File: config.mk
export PLATFORM = sky130hd
export DESIGN_NAME = class_histogram
export DESIGN_NICKNAME = d
export VERILOG_FILES = /design/src/rtl/class_pkg.sv /design/src/rtl/class_histogram_acc.sv /design/src/rtl/class_histogram.sv
export SDC_FILE = /design/constraint.sdc
export NUM_CORES = 1
export LEC_CHECK = 0
export BUFFER_PORTS_ARGS = -buffer_cell sky130_fd_sc_hd__buf_2
export CORE_MARGIN = 1
export CORE_UTILIZATION = 30
export CTS_BUF_LIST = sky130_fd_sc_hd__clkbuf_4 sky130_fd_sc_hd__clkbuf_8 sky130_fd_sc_hd__clkbuf_16
export DETAILED_ROUTE_END_ITERATION = 7
export MAX_ROUTING_LAYER = met4
export PLACE_DENSITY_LB_ADDON = 0.1
export SYNTH_ARGS = -nofsm -noshare
export SYNTH_HDL_FRONTEND = slang
export SYNTH_SLANG_ARGS = --single-unit
File: constraint.sdc
create_clock -name clk -period 5.95 [get_ports clk]
set_clock_uncertainty 0.15 [all_clocks]
set_input_delay 0.595 -clock clk [delete_from_list [all_inputs] [get_ports clk]]
set_output_delay 0.595 -clock clk [all_outputs]
set_load 0.02 [all_outputs]
File: src/rtl/class_pkg.sv
// class_pkg: shared class code types and constants for the class encoder/histogram stages
package class_pkg;
    typedef logic [1:0] class_t;
    localparam class_t CLASS_0 = 2'd0;
    localparam class_t CLASS_1 = 2'd1;
    localparam class_t CLASS_2 = 2'd2;
    localparam class_t CLASS_3 = 2'd3;
    localparam int NUM_CLASSES = 4;
    typedef enum logic {ACC, HOLD} hist_state_t;
endpackage

File: src/rtl/class_histogram_acc.sv
// class_histogram_acc: one per-class occurrence counter with clear and increment enables
module class_histogram_acc #(
    parameter int W = 5
) (
    input  logic         clk,
    input  logic         rst,
    input  logic         clr,
    input  logic         inc,
    output logic [W-1:0] cnt
);
    always_ff @(posedge clk)
        if (rst || clr) cnt <= '0;
        else if (inc) cnt <= cnt + W'(1);
endmodule

File: src/rtl/class_histogram.sv
// class_histogram: per-window class counts published through a valid/ready snapshot
// Optional argmax output 'top' enabled by CLASS_HISTOGRAM_ARGMAX_EN.
module class_histogram
    import class_pkg::*;
#(
    parameter  int WIN   = 16,
    localparam int CNT_W = $clog2(WIN + 1)
) (
    input  logic             clk,
    input  logic             rst,
    input  logic [1:0]       y,
    input  logic             y_valid,
    output logic [CNT_W-1:0] cnt0,
    output logic [CNT_W-1:0] cnt1,
    output logic [CNT_W-1:0] cnt2,
    output logic [CNT_W-1:0] cnt3,
    output logic             res_valid,
    input  logic             res_ready,
    output logic             overrun
`ifdef CLASS_HISTOGRAM_ARGMAX_EN
    ,
    output logic [1:0]       top
`endif
);
    logic [NUM_CLASSES-1:0] hit;
    logic [CNT_W-1:0] acc  [NUM_CLASSES];
    logic [CNT_W-1:0] nxt  [NUM_CLASSES];
    logic [CNT_W-1:0] snap [NUM_CLASSES];
    logic [CNT_W-1:0] smp;
    logic win_end, load, ovf;
    hist_state_t state, state_n;

    assign hit = {y == CLASS_3, y == CLASS_2, y == CLASS_1, y == CLASS_0} & {NUM_CLASSES{y_valid}};
    assign win_end = y_valid && smp == CNT_W'(WIN - 1);

    // nxt folds in the current sample so the snapshot includes the window's last sample
    for (genvar i = 0; i < NUM_CLASSES; i++) begin : g_acc
        class_histogram_acc #(.W(CNT_W)) u_acc (
            .clk(clk),
            .rst(rst),
            .clr(win_end),
            .inc(hit[i]),
            .cnt(acc[i])
        );
        assign nxt[i] = acc[i] + CNT_W'(hit[i]);
    end

    always_ff @(posedge clk)
        if (rst || win_end) smp <= '0;
        else if (y_valid) smp <= smp + CNT_W'(1);

    always_ff @(posedge clk)
        if (rst) state <= ACC;
        else state <= state_n;

    always_comb begin
        load    = win_end && (state == ACC || res_ready);
        ovf     = win_end && state == HOLD && !res_ready;
        state_n = load ? HOLD : (state == HOLD && res_ready) ? ACC : state;
    end

    always_ff @(posedge clk)
        if (rst) begin
            for (int k = 0; k < NUM_CLASSES; k++) snap[k] <= '0;
            overrun <= 1'b0;
        end else begin
            if (load) for (int k = 0; k < NUM_CLASSES; k++) snap[k] <= nxt[k];
            overrun <= overrun | ovf;
        end

    assign res_valid = state == HOLD;
    assign cnt0 = snap[0];
    assign cnt1 = snap[1];
    assign cnt2 = snap[2];
    assign cnt3 = snap[3];

`ifdef CLASS_HISTOGRAM_ARGMAX_EN
    logic [1:0] amax;
    logic [CNT_W-1:0] mx;

    // strict compare keeps the lowest index on ties
    always_comb begin
        amax = CLASS_0;
        mx   = nxt[0];
        for (int k = 1; k < NUM_CLASSES; k++)
            if (nxt[k] > mx) begin
                mx   = nxt[k];
                amax = 2'(k);
            end
    end

    always_ff @(posedge clk)
        if (rst) top <= CLASS_0;
        else if (load) top <= amax;
`endif
endmodule

==> metrics.md, run 1 <==
| Metric | Value |
|---|---|
| Part of the power in registers | 59.2% |
| Status | finished, final reports clean |
| Leak | 1.02 nW |
| R2r endpoint | snap[0][0] |
| Final period utilization | 40.6% |
| Post-Layout Cell Count | 326 |
| TritonCTS buffer count | 5 |
| Vias in the first global route | 1,277 |
| Setup violators final | 0 |
| Setup tns final | 0 ns |
| R2R Path Start | smp[0] |
| Die span in x | 86.6 um |
| WL final | 3820 um |
| R2R Setup Slk | 3.54 ns |
| Post-DR wirelength/cell | 11.7 um |
| Initial antenna violation count | 0 |
| Detailed placement HPWL | 2630 um |
| Comb pwr share | 6.1% |
| Area delta synth->final | 14.7% |
| Gr ovfl total | 0 |
| Worst R2R Path Depth | 5 |
| Yosys warnings | 0 |
| Post-synth cell types | 30 |
| Top FF cell, synth | dfxtp_1 |
| Register area | 1140 um2 |
| Largest net degree at the start of global routing | 27 |
| Crit path DAT | 2.18 ns |
| Fin. Hold Viols | 0 |
| Final Max Tran Viols | 0 |
| Pint | 0.455 mW |
| Kind of critical path | flip-flop to flip-flop |
| DRC violations left | 0 |
| First-pass GRT wire length | 6140 um |
| Clock root buffer | clkbuf_8 |
| Initial Util | 31.3% |
| Clock share of power | 34.7% |
| Post-synth EDFFs | 20 |
| Post-CTS sizing | 0 |
| DRT iter0 DRCs | 35 |
| Filler Cell Count | 686 |
| Setup ws final | 3.54 ns |
| Hold buffers post-CTS | 0 |
| Sw frac | 22.8% |
| CP Capture Type | flip-flop |
| Fraction of registers with async set/reset | 0% |
| Vias post-DR | 1,428 |
| Nets | 249 |
| Number of synthesized register bits | 47 |
| Post-Place Cells | 318 |
| Top Ports | 28 |
| TritonCTS clock tree | built |
| Fmax | 414 MHz |
| Register area share after synthesis | 53.1% |
| Worst-Margin Slew | 1.10 ns |
| Start point of the critical path | smp[0] |
| Crit-path max FO | 20 |
| Input/output buffers | 27 |
| Critical Path Start Type | flip-flop |
| FP Rows | 30 |
| Fraction of layout cells with a size suffix above 1 | 17.0% |
| Finished Core Util | 35.9% |
| H-tree depth | 2 |
| Multi-input logic area | 942 um2 |
| CP Capture Point | snap[0][0] |
| TritonRoute pass-1 iters | 4 |
| Total Routing Usage GR | 11.3% |
| Antenna Cells | 0 |
| RSZ-0062 raised after global routing | no |
| Worst vdd ir | 79.9 uV |
| Synthesized cell area | 2150 um2 |
| Die Ht | 86.6 um |
| Synth Instances | 204 |
| Vias per cell | 4.38 |
| Place WS | 3.43 ns |
| Maxcap violations | 0 |
| CP required | 5.72 ns |
| Mapped Nets | 224 |
| Routability Congestion | 0.684 |
| Core ar. | 6870 um2 |
| Final ANT Viol Nets | 0 |
| NetSw | 0.135 mW |
| Die area | 7500 um2 |
| Synth Area per Inst | 10.5 um2 |
| Max-slew headroom at the worst pin | 26.3% |
| Pwr dens | 239 nW/um2 |
| Final Critical Period | 2.41 ns |
| Sink Count | 47 |
| Hold crit path type | flip-flop to flip-flop |
| Worst skew pair latency | 0.30 ns |
| Clk slew on worst S/H paths | 0.09 ns |
| Post-CTS Setup Bufs | 0 |
| Worst-case clock buffer depth | 2 |
-- power by group through the flow --
stage          sequential (mW)  clock (mW)  combinational (mW)
2_1_floorplan            0.363           0              0.0184
3_3_place_gp             0.356           0              0.0368
3_5_place_dp             0.357           0              0.0369
4_1_cts                  0.349       0.214              0.0371
5_1_grt                  0.350       0.227              0.0408
6_report                 0.349       0.205              0.0360
-- worst max-delay path, stage by stage (launching register included) --
cell and delay (ns):
dfxtp_1 0.37, ha_1 0.17, and3_1 0.16, ha_1 0.20, nand2_1 0.11, o21bai_2 0.87
-- how the worst min path moves through the flow --
stage	from	slack, ns	depth (start not counted)	to
global route	smp[4]	0.37	2	smp[4]
detailed placement	smp[4]	0.34	2	smp[4]
finish	smp[4]	0.35	2	smp[4]
CTS	smp[4]	0.35	2	smp[4]
global placement	smp[4]	0.33	2	smp[4]
floorplan	g_acc[3].u_acc.cnt[4]	0.32	2	g_acc[3].u_acc.cnt[4]
-- cell usage after synthesis (all sizes together), types with 2 or more instances --
library cell | number | share of area (%)
clkbuf | 8 | 1.4
nand2 | 7 | 1.2
edfxtp | 20 | 28
or3 | 8 | 2.3
inv | 6 | 1.0
nand3b | 2 | 0.70
nand4 | 2 | 0.58
buf | 2 | 0.70
nor2 | 31 | 5.4
dfxtp | 27 | 25
and2 | 8 | 2.3
nand4b | 2 | 0.82
a21oi | 9 | 2.1
nand3 | 13 | 3.0
mux2i | 4 | 1.9
xor2 | 15 | 6.1
xnor2 | 8 | 3.3
ha | 14 | 8.2
o21ai | 7 | 1.6
-- cells by family after synthesis --
group                      synth area share, %
buffers and inverters                     3.15
adders and majority gates                 8.16
muxes                                     1.86
DFF                                       53.1
xor gates and xnor gates                  9.38
and+or+nand+nor                           18.4
AOI/OAI and AO/OA                         5.94
-- layout make-up --
cell class              count  area share (%)
clock inverters             1           0.203
multi-input cells         141            38.2
inverters                   6           0.914
well taps                  96            4.88
flip-flops and latches     47            46.3
repair buffers             28            5.79
clock buffers               7            3.66
-- through the flow --
step	total power [mW]	cell area, um2	hold slack (ns)
finish	0.589	2460	0.354
detailed placement	0.393	2370	0.339
global route	0.619	2460	0.370
global placement	0.393	2370	0.333
floorplan	0.381	2150	0.320
CTS	0.600	2460	0.352
-- layer usage --
layer  track usage [%]  wire (um)  part of all wire, %
met5                 -          0                    0
met4              5.61        107                  2.8
met3              2.86        106                  2.8
met2              18.9       1840                   48
met1              12.7       1770                   46
-- cell usage in the layout, fill, tap and decap left out --
master / instances
nor3_1: 1
or3b_4: 1
a311oi_1: 1
nor2_1: 31
nand4b_1: 2
nand3b_1: 2
nand2_1: 7
xnor2_1: 8
and4bb_2: 1
dfxtp_1: 27
inv_1: 6
and3_1: 1
clkinv_2: 1
clkbuf_4: 1
a21o_1: 1
nor2b_1: 1
and2_1: 8
a211oi_1: 1
nand4_1: 2
xor2_1: 15
buf_4: 1
edfxtp_1: 20
o21ai_0: 7
a41o_1: 1
mux2i_1: 4
a21oi_1: 9
o21bai_2: 1
nand3_1: 13
buf_2: 27
clkbuf_8: 6
or3_1: 8
a31oi_1: 1
ha_1: 14
-- sequential cells by signal, indices dropped and copies added (netlist names) --
| name | flops |
|---|---|
| snap | 20 |
| smp | 5 |
| overrun | 1 |
| res_valid | 1 |
| g_acc.u_acc.cnt | 20 |
No activity file was read; power rests on OpenSTA's default activity.
==> run 2, diff against run 1 <==
Clock period 5.95 ns to 2.1 ns, I/O delays scaled along.
==> run 2 against run 1 <==
Sequential share of layout area fell by 2.3 points. Global-route usage increased by 0.87 points. Fmax increased by 24%. Combinational power grew to 3.5 times the previous value. Clock power grew to 3.0 times the previous value. Core utilization grew 1.9 points. Final cell count grew 4.6%. Highest routed layer unchanged. Sequential power rose to 2.8 times the previous value. Sequential cell count unchanged. Count of clock-buffer cells in the layout is 1 higher. Setup slack got worse by 3.4 ns.
==> metrics.md, run 2 (synthesis results as in run 1) <==
| Metric | Value |
|---|---|
| Status | finished, final reports clean (unchanged) |
| Sink Count | 47 (unchanged) |
| Die area | 7500 um2 (unchanged) |
| Vias in the first global route | 1,395 (was 1,277) |
| Core ar. | 6870 um2 (unchanged) |
| Initial antenna violation count | 0 (unchanged) |
| Die Ht | 86.6 um (unchanged) |
| Kind of critical path | flip-flop to flip-flop (unchanged) |
| Most frequent cells in the layout | 31 x nor2_1, 27 x dfxtp_1, 27 x buf_2, 20 x edfxtp_1, 16 x buf_4 (was 31 x nor2_1, 27 x dfxtp_1, 27 x buf_2, 20 x edfxtp_1, 15 x xor2_1) |
| Post-DR wirelength/cell | 11.5 um (was 11.7 um) |
| R2R Setup Slk | 0.15 ns (was 3.54 ns) |
| Start point of the critical path | smp[1] (was smp[0]) |
| FP Rows | 30 (unchanged) |
| Fraction of layout cells with a size suffix above 1 | 22.9% (was 17.0%) |
| CP Capture Point | snap[1][3] (was snap[0][0]) |
| Place WS | -0.0570 ns (was 3.43 ns) |
| Area delta synth->final | 20.9% (was 14.7%) |
| Critical Path Start Type | flip-flop (unchanged) |
| TritonRoute pass-1 iters | 4 (unchanged) |
| Setup violators final | 0 (unchanged) |
| Worst vdd ir | 272 uV (was 79.9 uV) |
| First-pass GRT wire length | 6630 um (was 6140 um) |
| Final ANT Viol Nets | 0 (unchanged) |
| Leak | 1.09 nW (was 1.02 nW) |
| Crit-path max FO | 10 (was 20) |
| CP Capture Type | flip-flop (unchanged) |
| Vias per cell | 4.38 (about the same) |
| Initial Util | 31.3% (unchanged) |
| Commonest non-fill, non-tap cell in the layout | nor2_1 (unchanged) |
| Input/output buffers | 27 (unchanged) |
| DRT iter0 DRCs | 40 (was 35) |
| Pwr dens | 662 nW/um2 (was 239 nW/um2) |
| CP required | 1.95 ns (was 5.72 ns) |
| Vias post-DR | 1,493 (was 1,428) |
| WL final | 3920 um (was 3820 um) |
| R2R Path Start | smp[1] (was smp[0]) |
| Worst-case clock buffer depth | 2 (unchanged) |
| Worst R2R Path Depth | 7 (was 5) |
| R2r endpoint | snap[1][3] (was snap[0][0]) |
| Crit path DAT | 1.80 ns (was 2.18 ns) |
| TritonCTS clock tree | built (unchanged) |
| Final Max Tran Viols | 0 (unchanged) |
| Antenna Cells | 0 (unchanged) |
| Filler Cell Count | 705 (was 686) |
| Finished Core Util | 37.8% (was 35.9%) |
| TritonCTS buffer count | 5 (unchanged) |
| Fmax | 513 MHz (was 414 MHz) |
| RSZ-0062 raised after global routing | no (unchanged) |
| Hold buffers post-CTS | 0 (unchanged) |
| Fin. Hold Viols | 0 (unchanged) |
| Clock root buffer | clkbuf_8 (unchanged) |
| Final Critical Period | 1.95 ns (was 2.41 ns) |
| Largest registers | g_acc.u_acc.cnt (20), snap (20), smp (5) (unchanged) |
| Final period utilization | 92.7% (was 40.6%) |
| Die span in x | 86.6 um (unchanged) |
| Worst-Margin Slew | 0.495 ns (was 1.10 ns) |
| H-tree depth | 2 (unchanged) |
| Top Ports | 28 (unchanged) |
| Gr ovfl total | 0 (unchanged) |
| Hold Startpoint | rst (was smp[4]) |
| Maxcap violations | 0 (unchanged) |
| Setup tns final | 0 ns (unchanged) |
| Nets | 264 (was 249) |
| Hold crit path type | primary input to flip-flop (was flip-flop to flip-flop) |
| DRC violations left | 0 (unchanged) |
| Worst skew pair latency | 0.29 ns (was 0.30 ns) |
| Largest net degree at the start of global routing | 14 (was 27) |
| Detailed placement HPWL | 2940 um (was 2630 um) |
| Clk slew on worst S/H paths | 0.08 ns (was 0.09 ns) |
| Max-slew headroom at the worst pin | 66.8% (was 26.3%) |
| Total Routing Usage GR | 12.2% (was 11.3%) |
| Setup ws final | 0.152 ns (was 3.54 ns) |
| Routability Congestion | 0.723 (was 0.684) |
==> run 2: stage by stage <==
| step | power [mW] | cell area [um2] | cells | hold WS [ns] |
|---|---|---|---|---|
| after global placement | 1.14 | 2480 | 333 | 0.313 |
| after floorplan | 1.08 | 2150 | 204 | 0.132 |
| after detailed placement | 1.14 | 2480 | 333 | 0.316 |
| after CTS | 1.75 | 2590 | 341 | 0.00171 |
| after global routing | 1.81 | 2590 | 341 | 0.00552 |
| final | 1.72 | 2590 | 341 | 0.0142 |
==> run 2: final cells by class <==
type,count,area (um2),area share [%]
Multi-Input combinational cell,141,952,36.7
Clock buffer,8,104,4.00
Tap cell,96,120,4.63
Timing Repair Buffer,43,255,9.84
Sequential cell,47,1140,44.0
Inverter,6,22.5,0.868
==> run 2: how the worst min path moves through the flow <==
stage                     endpoint  slack [ns]  depth (start not counted)
after floorplan            overrun        0.13                          1
after global placement     overrun        0.31                          2
after detailed placement   overrun        0.32                          2
after CTS                  overrun       0.002                          2
after global routing       overrun       0.006                          2
final                      overrun        0.01                          2
==> run 2: per-layer routing <==
layer	routed length, um	vias to the layer above	global-route usage (%)
li1	-	786	-
met1	1830	685	14.5
met2	1910	18	19.6
met3	134	4	3.33
met4	44	0	5.00
met5	0	-	-
==> run 2: timing repair <==
item	CTS	global route
resized for setup	1	1
endpoints found under the setup margin	8	12
buffers inserted	0	0
==> run 2: report_power, final <==
group,leakage (nW),switching (mW),internal [mW]
logic,0.617,0.0736,0.0522
clock network,0.0549,0.291,0.314
registers,0.423,0.0140,0.974
total,1.09,0.379,1.34
==> run 2: critical path: stages, from the launching register on <==
cell,delay (ns)
dfxtp_1,0.36
ha_1,0.16
and3_1,0.15
ha_1,0.16
nand2_1,0.08
buf_4,0.14
o21bai_2,0.20
buf_4,0.24
==> run 3, diff against run 2 <==
Settings changed: ABC_AREA set to 1, CAP_MARGIN set to 20.
==> run 3 against run 2 <==
Sequential power barely moved. Final cell count grew 20%. Clock power down 12%. Cell area increased by 2.5%. Sequential cell count is the same. Via count grew 16%. Combinational power hardly changed. Die area increased by 6.8%. Fmax up 2.6%. Critical path type unchanged. Critical endpoint is now snap[1][2]. Largest cell class unchanged. Highest routed layer unchanged.
==> metrics.md, run 3 <==
| Metric | Value |
|---|---|
| Status | finished, final reports clean (unchanged) |
| Synth Instances | 273 (was 204) |
| TritonCTS clock tree | built (unchanged) |
| R2R Setup Slk | 0.20 ns (was 0.15 ns) |
| Detailed placement HPWL | 2920 um (was 2940 um) |
| RSZ-0062 raised after global routing | no (unchanged) |
| R2r endpoint | snap[1][2] (was snap[1][3]) |
| Final Critical Period | 1.90 ns (was 1.95 ns) |
| Pwr dens | 619 nW/um2 (was 662 nW/um2) |
| Initial Util | 31.3% (about the same) |
| Synthesized cell area | 2300 um2 (was 2150 um2) |
| Area delta synth->final | 15.9% (was 20.9%) |
| WL final | 4080 um (was 3920 um) |
| Most instantiated cells after synthesis | 52 x nor2_1, 48 x nand2_1, 29 x inv_1 (was 31 x nor2_1, 27 x dfxtp_1, 20 x edfxtp_1) |
| Die span in x | 89.5 um (was 86.6 um) |
| Yosys warnings | 0 (unchanged) |
| Design Area, Final | 2660 um2 (was 2590 um2) |
| Vias post-DR | 1,732 (was 1,493) |
| Input/output buffers | 27 (unchanged) |
| Final ANT Viol Nets | 0 (unchanged) |
| Clock share of power | 32.4% (was 35.2%) |
| Largest registers | g_acc.u_acc.cnt (20), snap (20), smp (5) (unchanged) |
| Register area share after synthesis | 49.7% (was 53.1%) |
| Synth Area per Inst | 8.41 um2 (was 10.5 um2) |
| TritonRoute pass-1 iters | 4 (unchanged) |
| Routability Congestion | 0.771 (was 0.723) |
| Critical path's most frequent cell | ha_1 |
| Leak | 1.07 nW (was 1.09 nW) |
| Post-CTS sizing | 0 (was 1) |
| Pint | 1.26 mW (was 1.34 mW) |
| DRC violations left | 0 (unchanged) |
| Finished Core Util | 36.3% (was 37.8%) |
| Most frequent cell after synthesis | nor2_1 (unchanged) |
| Initial antenna violation count | 0 (unchanged) |
| Part of the power in registers | 59.9% (was 57.5%) |
| Post-synth EDFFs | 20 (unchanged) |
| DP Area | 2570 um2 (was 2480 um2) |
| Fmax | 527 MHz (was 513 MHz) |
| Crit path DAT | 1.79 ns (was 1.80 ns) |
| Top FF cell, synth | dfxtp_1 (unchanged) |
| Worst vdd ir | 261 uV (was 272 uV) |
| Post-DR wirelength/cell | 9.98 um (was 11.5 um) |
| Antenna Cells | 0 (unchanged) |
| Clock root buffer | clkbuf_8 (unchanged) |
| First-pass GRT wire length | 6960 um (was 6630 um) |
| Crit-path max FO | 20 (was 10) |
| Fraction of layout cells with a size suffix above 1 | 18.4% (was 22.9%) |
| DRT iter0 DRCs | 100 (was 40) |
| Max-slew headroom at the worst pin | 78.8% (was 66.8%) |
| Top Ports | 28 (unchanged) |
| Yosys top cell area share | 26.2% (was 28.0%) |
| Worst R2R Path Depth | 8 (was 7) |
| CP required | 1.99 ns (was 1.95 ns) |
| Start point of the critical path | smp[0] (was smp[1]) |
| H-tree depth | 2 (unchanged) |
| Main area contributors after synthesis | edfxtp_1 26%, dfxtp_1 24%, nor2_1 8.5% (was edfxtp_1 28%, dfxtp_1 25%, ha_1 8.2%) |
| Sw frac | 23.6% (was 22.0%) |
| R2R Path Start | smp[0] (was smp[1]) |
| Die Ht | 89.5 um (was 86.6 um) |
| Kind of critical path | flip-flop to flip-flop (unchanged) |
| Setup violators final | 0 (unchanged) |
| Sink Count | 47 (unchanged) |
| TritonCTS buffer count | 5 (unchanged) |
| Worst-Margin Slew | 0.318 ns (was 0.495 ns) |
| Setup ws final | 0.201 ns (was 0.152 ns) |
| Area leader, netlist | edfxtp_1 (unchanged) |
| Hold Startpoint | res_ready (was rst) |
| Vias in the first global route | 1,557 (was 1,395) |
| CP Capture Point | snap[1][2] (was snap[1][3]) |
| Most frequent cells in the layout | 52 x nor2_1, 48 x nand2_1, 29 x inv_1, 27 x dfxtp_1, 27 x buf_2 (was 31 x nor2_1, 27 x dfxtp_1, 27 x buf_2, 20 x edfxtp_1, 16 x buf_4) |
| Total Routing Usage GR | 11.9% (was 12.2%) |
| Hold crit path type | primary input to flip-flop (unchanged) |
| Gr ovfl total | 0 (unchanged) |
| CP max-delay cell | dfxtp_1 (unchanged) |
| Post-synth cell types | 24 (was 30) |
| Fraction of registers with async set/reset | 0% (unchanged) |
| Core ar. | 7330 um2 (was 6870 um2) |
| Comb pwr share | 7.6% (was 7.3%) |
| Final Max Tran Viols | 0 (unchanged) |
| NetSw | 0.389 mW (was 0.379 mW) |
| Fin. Hold Viols | 0 (unchanged) |
| Worst-case clock buffer depth | 2 (unchanged) |
| Cell Chain, Critical Path | ha_1, and3_1, ha_1, nand2_4, inv_1, nand3_2, buf_4, a21oi_1 (was ha_1, and3_1, ha_1, nand2_1, buf_4, o21bai_2, buf_4) |
| Vias per cell | 4.23 (was 4.38) |
| Critical Path Start Type | flip-flop (unchanged) |
| Hold Crit Depth | 4 (was 2) |
| Largest net degree at the start of global routing | 21 (was 14) |
| Place WS | 0.185 ns (was -0.0570 ns) |
| Maxcap violations | 0 (unchanged) |
| Multi-input logic area | 988 um2 (was 952 um2) |
| Nets | 329 (was 264) |
| Die area | 8010 um2 (was 7500 um2) |
| Final period utilization | 90.4% (was 92.7%) |
| CP Capture Type | flip-flop (unchanged) |
| Worst skew pair latency | 0.29 ns (about the same) |
| Register area | 1140 um2 (unchanged) |
| Clk slew on worst S/H paths | 0.08 ns (about the same) |
| CP max stage delay | 0.34 ns (was 0.36 ns) |
| FP Rows | 31 (was 30) |
| Setup tns final | 0 ns (unchanged) |
| Number of synthesized register bits | 47 (unchanged) |
| Filler Cell Count | 760 (was 705) |
| Commonest non-fill, non-tap cell in the layout | nor2_1 (unchanged) |
| Mapped Nets | 293 (was 224) |
-- run 3: cell count changes after synthesis, moves of 10 or more --
| cell | previous run | this run |
|---|---|---|
| nand2_1 | 7 | 48 |
| a21oi_1 | 9 | 22 |
| inv_1 | 6 | 29 |
| nor2_1 | 31 | 52 |
| xor2_1 | 15 | 2 |
| nand3_1 | 13 | 23 |
-- run 3: cell families (layout without fill, tap and decap cells) --
kind of cell	count (synthesis)	in the layout	synth area share [%]
AO/OA/AOI/OAI	31	31	6.87
XOR/XNOR	2	2	0.763
adder cells (fa/ha/maj)	14	14	7.63
buffers and inverters	36	73	7.41
flip-flops	47	47	49.7
AND/OR/NAND/NOR	143	143	27.6
-- run 3: per-layer routing --
metal / GRT usage [%] / share of wire (%) / vias to the layer above
met3: 2.77 / 2.5 / 4
met1: 14.3 / 51 / 749
met4: 4.33 / 1.5 / 0
met2: 19.4 / 45 / 19
li1: - / - / 960
met5: - / 0 / -
-- run 3: area by class of cell --
class,count,share of cell area (%)
Sequential cell,47,42.9
Multi-Input combinational cell,190,37.2
Timing Repair Buffer,35,7.90
Tap cell,99,4.66
Inverter,30,4.23
Clock buffer,6,2.87
Clock inverter,2,0.282
-- run 3: through the flow --
| stage | cells | hold WS, ns | power, mW |
|---|---|---|---|
| final | 409 | 0.0885 | 1.65 |
| after floorplan | 273 | 0.129 | 1.09 |
| after global routing | 409 | 0.149 | 1.72 |
| after detailed placement | 400 | 0.259 | 1.13 |
| after CTS | 409 | 0.0877 | 1.68 |
| after global placement | 400 | 0.262 | 1.13 |
-- run 3: power groups by stage --
stage / Combinational, mW / Sequential (mW) / Clock [mW]
after floorplan: 0.0655 / 1.03 / 0
after global placement: 0.126 / 1.01 / 0
after detailed placement: 0.125 / 1.01 / 0
after CTS: 0.128 / 0.987 / 0.562
after global routing: 0.144 / 0.991 / 0.589
final: 0.126 / 0.987 / 0.534
-- run 3: worst min-delay path by stage --
stage / slack [ns] / end
floorplan: 0.13 / res_valid
global placement: 0.26 / overrun
detailed placement: 0.26 / overrun
CTS: 0.09 / res_valid
global route: 0.15 / res_valid
finish: 0.09 / res_valid
-- run 3: what timing repair did --
action	4_1_cts	5_1_grt
hold endpoints to repair	2	0
hold buffers	1	0
buffers inserted	0	0
-- run 3: worst max-delay path: cells and delay by family (launching register included) --
| family | cells | cell delay [ns] |
|---|---|---|
| adder cells (fa/ha/maj) | 2 | 0.43 |
| buffers and inverters | 2 | 0.30 |
| AO/OA/AOI/OAI | 1 | 0.07 |
| AND/OR/NAND/NOR | 3 | 0.35 |
| flip-flops | 1 | 0.34 |
